File: src/rtl/fm_dac_mux_tx.sv
// fm_dac_mux_tx: transmit side of the FM DAC time-multiplexed output interface.
//
// Takes one six-channel stereo frame at a time through a valid/ready handshake
// and plays it out slot by slot. The outputs are the YM3438-style 9-bit
// offset-binary buses (MOL/MOR) and the YM2612-style 10-bit signed buses
// (MOL_2612/MOR_2612), together with the fm_clk1 slot clock and the fm_sel23
// last-slot strobe. Each frame has 6 channel slots followed by IDLE_SLOTS
// silent slots.
//
// Ports:
//   clk        system clock
//   RST_N      asynchronous active-low reset
//   ce         FM clock enable; each pulse advances one half slot
//   chan_en    per-channel enable; bit n gates channel n
//   in_l/in_r  frame input; channel n is at bits [9n+8:9n], two's complement
//   in_valid   a frame is offered
//   in_ready   the shadow buffer is empty
//   fm_clk1    slot clock; data changes on its rising edge
//   fm_sel23   high during the last slot of the frame
//   MOL/MOR    9-bit offset-binary samples
//   MOL_2612/MOR_2612  10-bit sign-extended samples
//   underrun   one-cycle pulse at frame start when no new frame was waiting
module fm_dac_mux_tx #(
  parameter int IDLE_SLOTS = 0
) (
  input  logic        clk,
  input  logic        RST_N,
  input  logic        ce,
  input  logic [5:0]  chan_en,
  input  logic [53:0] in_l,
  input  logic [53:0] in_r,
  input  logic        in_valid,
  output logic        in_ready,
  output logic        fm_clk1,
  output logic        fm_sel23,
  output logic [8:0]  MOL,
  output logic [8:0]  MOR,
  output logic [9:0]  MOL_2612,
  output logic [9:0]  MOR_2612,
  output logic        underrun
);

  localparam int N  = 6 + IDLE_SLOTS;
  localparam int SW = $clog2(N);
  localparam logic [SW-1:0] LAST = SW'(N - 1);

  logic [53:0]   act_l, act_r;
  logic [53:0]   sh_l, sh_r;
  logic          shadow_full;
  logic [SW-1:0] slot;
  logic [SW-1:0] slot_nxt;
  logic          rise;
  logic          wrap;
  logic          swap;
  logic          xfer;
  logic [53:0]   src_l, src_r;
  logic [8:0]    smp_l, smp_r;

  assign in_ready = ~shadow_full;
  assign xfer     = in_valid & ~shadow_full;
  assign rise     = ce & ~fm_clk1;
  assign slot_nxt = (slot == LAST) ? '0 : slot + 1'b1;
  assign wrap     = rise & (slot_nxt == '0);
  // The swap decision uses the registered shadow_full, so a frame accepted in
  // the same cycle as the wrap only lands in the shadow and waits a frame.
  assign swap     = wrap & shadow_full;

  // Slot 0 of a freshly swapped frame must already show the new data.
  assign src_l = swap ? sh_l : act_l;
  assign src_r = swap ? sh_r : act_r;

  // Disabled channels and idle slots contribute a zero sample.
  always_comb begin
    smp_l = '0;
    smp_r = '0;
    for (int i = 0; i < 6; i++) begin
      if ((slot_nxt == SW'(i)) && chan_en[i]) begin
        smp_l = src_l[9*i +: 9];
        smp_r = src_r[9*i +: 9];
      end
    end
  end

  always_ff @(posedge clk or negedge RST_N) begin
    if (!RST_N) begin
      act_l       <= '0;
      act_r       <= '0;
      sh_l        <= '0;
      sh_r        <= '0;
      shadow_full <= 1'b0;
      slot        <= LAST;
      fm_clk1     <= 1'b0;
      fm_sel23    <= 1'b0;
      MOL         <= 9'h100;
      MOR         <= 9'h100;
      MOL_2612    <= '0;
      MOR_2612    <= '0;
      underrun    <= 1'b0;
    end else begin
      underrun <= 1'b0;

      if (ce) begin
        if (rise) begin
          fm_clk1  <= 1'b1;
          slot     <= slot_nxt;
          fm_sel23 <= (slot_nxt == LAST);
          MOL      <= {~smp_l[8], smp_l[7:0]};
          MOR      <= {~smp_r[8], smp_r[7:0]};
          MOL_2612 <= {smp_l[8], smp_l};
          MOR_2612 <= {smp_r[8], smp_r};
          if (wrap && !shadow_full) begin
            underrun <= 1'b1;
          end
        end else begin
          fm_clk1 <= 1'b0;
        end
      end

      if (swap) begin
        act_l <= sh_l;
        act_r <= sh_r;
      end

      // xfer and swap are exclusive: xfer needs an empty shadow, swap a full one.
      if (xfer) begin
        sh_l        <= in_l;
        sh_r        <= in_r;
        shadow_full <= 1'b1;
      end else if (swap) begin
        shadow_full <= 1'b0;
      end
    end
  end

endmodule

File: config.mk
export PLATFORM = sky130hd
export DESIGN_NAME = fm_dac_mux_tx
export DESIGN_NICKNAME = d
export VERILOG_FILES = /design/src/rtl/fm_dac_mux_tx.sv
export SDC_FILE = /design/constraint.sdc
export NUM_CORES = 1
export LEC_CHECK = 0
export BUFFER_PORTS_ARGS = -buffer_cell sky130_fd_sc_hd__buf_2
export CAP_MARGIN = 10
export CORE_MARGIN = 3
export CORE_UTILIZATION = 35
export DETAILED_ROUTE_END_ITERATION = 12
export SKIP_CTS_REPAIR_TIMING = 1
export SYNTH_ARGS = -nofsm -noshare
export SYNTH_HDL_FRONTEND = slang
export SYNTH_SLANG_ARGS = --single-unit
File: constraint.sdc
create_clock -name clk -period 4.6 [get_ports clk]
set_input_delay 0.23 -clock clk [delete_from_list [all_inputs] [get_ports clk]]
set_output_delay 0.23 -clock clk [all_outputs]
set_load 0.005 [all_outputs]
==> results.md <==
* Final Setup Violations at 0
* Fin cells at between 1,000 and 1,500
* Max Fclk at approximately 350 MHz
* Reg clk slew, reported paths at around 0.060 ns
* Ys flop type: dfrtp_1
* Cell taking the most area after synthesis: dfrtp_1
* CP Data Arrival Time at around 3.3 ns
* Multi-input gate area at approximately 4000 um2
* Fill count at between 2,000 and 3,000
* Clk root buf: clkbuf_16
* Final slew viol count at 0
* YS warnings at 0
* CP endpoint kind: register
* Sequential Area at roughly 6100 um2
* # rows at 62
* WL/cell at 18.5 um
* Crit path buffers/inverters at 1
* Post-DP Area at approximately 11,000 um2
* Clock Path Buffers at 3
* Distinct cell type count of the synthesized netlist at 46
* Layout cells sized above 1 at 0.415
* Drt first pass iters at 5
* Initial Util at 0.362
* DP HPWL at approximately 18,000 um
* Pwr per Cell Area at between 600 and 700 nW/um2
* Initial drt markers at about 350
* Count of clock tree sinks at between 200 and 250
* N_diodes at 0
* Slew @ Worst Pin at ~0.95 ns
* WP data required at 4.97 ns
* Vias in the first global route at 6,859
* Yosys reg bits at ~240
* Largest net degree at the start of global routing at ~120
* I/O pins at 160
* Core Box Area at between 20,000 and 30,000 um2
* Setup TNS at 0 ns
* Syn Nets at ~900
* Syn_area_per_cell at ~14 um2
* Skew-Pair Late Insertion Delay at about 0.53 ns
* Peak VDD IR at 0.302 mV
* Full die area at ~32,000 um2
* Rel. slew slack at 0.363
* Area growth, synth to finish at 29.2%
* Nets at approximately 1,100
* Post-route ant nets at 0
* Sequential area share after synthesis at 0.577
* Initial antenna violation count at 1
* Vert. Die Dim at about 180 um
* Residual DRC at 0
* Outcome: completed
* Horiz. Die Dim at ~180 um
* Routability cong. at slightly below 0.8
* Post-synth design cell area at 10,500 um2
* Final WL at ~26,000 um
* H-tree depth at 1
* CTS tree: built
* P_leak at 6.05 nW
* Vias at 6,927
* Hold Path Class: input port to register
* Worst Path Max Fanout at 60
* Placed insts at 1,255
* Slowest library cell on the worst path: dfstp_2
* Post-synth EDFFs at 0
* Async set or reset register ratio after synthesis at 1.00
* Yosys top cell area share at 0.567
* Synth Instances at 779
* Top cells by area, synth: dfrtp_1, mux2_2, a221oi_1
* Tmin final at between 2 and 3 ns
* CP top delay family: flip-flops
* Max Clock Skew at 0.0123 ns
* Final Cell Area at ~14,000 um2
* Fin. Hold Viols at 0
* Critical path cell sequence: and2_1, and2_4, buf_12, mux2i_1, a221oi_1
* GRT Total Usage at 0.153
* Setup CP Type: register to register
* Critical Path Start Type: register
* RSZ-0062 raised after global routing: no
* Commonest non-fill, non-tap cell in the layout: dfrtp_1
* CTS buffer count at 27
* Power Total at roughly 8.7 mW
* First-pass GRT wire length at about 40,000 um
* Via density at ~5
* Grt total ovfl at 0
* Crit-path max cell delay at between 0.9 and 1 ns
* Most frequent cells in the layout: dfrtp_1, mux2_2, buf_2, dlygate4sd3_1, nor2_1
* Max-Cap Viols at 0
* Tcrit/Tclk final at 0.625
* Number of port buffers at between 150 and 200
-- final cells by class --
cell class,count,share of cell area
clock buffer,40,0.0605
clock inverter,10,0.0152
inverter,22,0.00606
multi-input combinational,440,0.290
sequential,243,0.447
tap,384,0.0353
timing repair buffer,277,0.146
-- registers in the layout (all words and copies together) (netlist names) --
| signal | flops |
|---|---|
| act_l | 54 |
| act_r | 54 |
| sh_l | 54 |
| sh_r | 54 |
| MOL | 9 |
| MOR | 9 |
| slot | 3 |
| MOL_2612 | 1 |
| MOR_2612 | 1 |
| fm_clk1 | 1 |
| fm_sel23 | 1 |
| shadow_full | 1 |
| underrun | 1 |
-- power by group --
| group | leakage (nW) | switching (mW) | total [mW] | internal (mW) |
|---|---|---|---|---|
| sequential | 3.01 | 0.785 | 3.97 | 3.19 |
| clock | 0.505 | 0.862 | 2.43 | 1.57 |
| combinational | 2.53 | 0.975 | 2.29 | 1.32 |
| total | 6.05 | 2.62 | 8.70 | 6.08 |
-- per-layer routing --
metal | track usage | share of wire | up-vias
met4 | 0.0470 | 0.030 | 2
met3 | 0.0362 | 0.051 | 43
met5 | 0 | 0.00038 | -
met2 | 0.232 | 0.45 | 172
li1 | - | - | 3294
met1 | 0.218 | 0.47 | 3416
-- path summary, 6_finish.rpt --
check                           start       end  slack (ns)  cells past startpoint
max                           slot[0]    MOR[3]        1.72                      5
min                        chan_en[4]    MOR[0]        0.37                      5
max reg2reg                   slot[0]    MOR[3]        1.72                      5
min reg2reg                   sh_l[9]  act_l[9]        0.47                      2
max in group asynchronous       RST_N  sh_l[41]        3.04                      3
min in group asynchronous       RST_N  sh_r[14]        0.38                      2
-- cell families after synthesis --
group                  share of synthesized area
AO/OA/AOI/OAI                             0.0778
XOR/XNOR                                 0.00166
multiplexers                               0.227
buffers and inverters                     0.0498
AND/OR/NAND/NOR                           0.0665
flip-flops                                 0.577
-- stage by stage --
stage	util	worst slack (ns)	hold WS, ns
2_1_floorplan	-	2.91	-0.0656
3_3_place_gp	0.394	1.79	0.393
3_5_place_dp	0.394	1.71	0.387
4_1_cts	0.429	1.70	-0.170
5_1_grt	0.467	1.44	0.397
6_report	0.467	1.72	0.365
-- worst min-delay path, delay by kind of cell --
kind / cells / cell delay, ns
buffers and inverters: 1 / 0.11
AO/OA/AOI/OAI: 3 / 0.34
AND/OR/NAND/NOR: 1 / 0.18
-- cell usage after synthesis (16+ instances only) --
cell type,number
nor3b_1,18
a21oi_1,18
buf_2,33
mux2_2,195
inv_1,22
nand3b_1,16
nor2_1,35
buf_4,27
dfrtp_1,239
mux2i_1,20
a221oi_1,25
No activity file was read; power rests on OpenSTA's default activity.
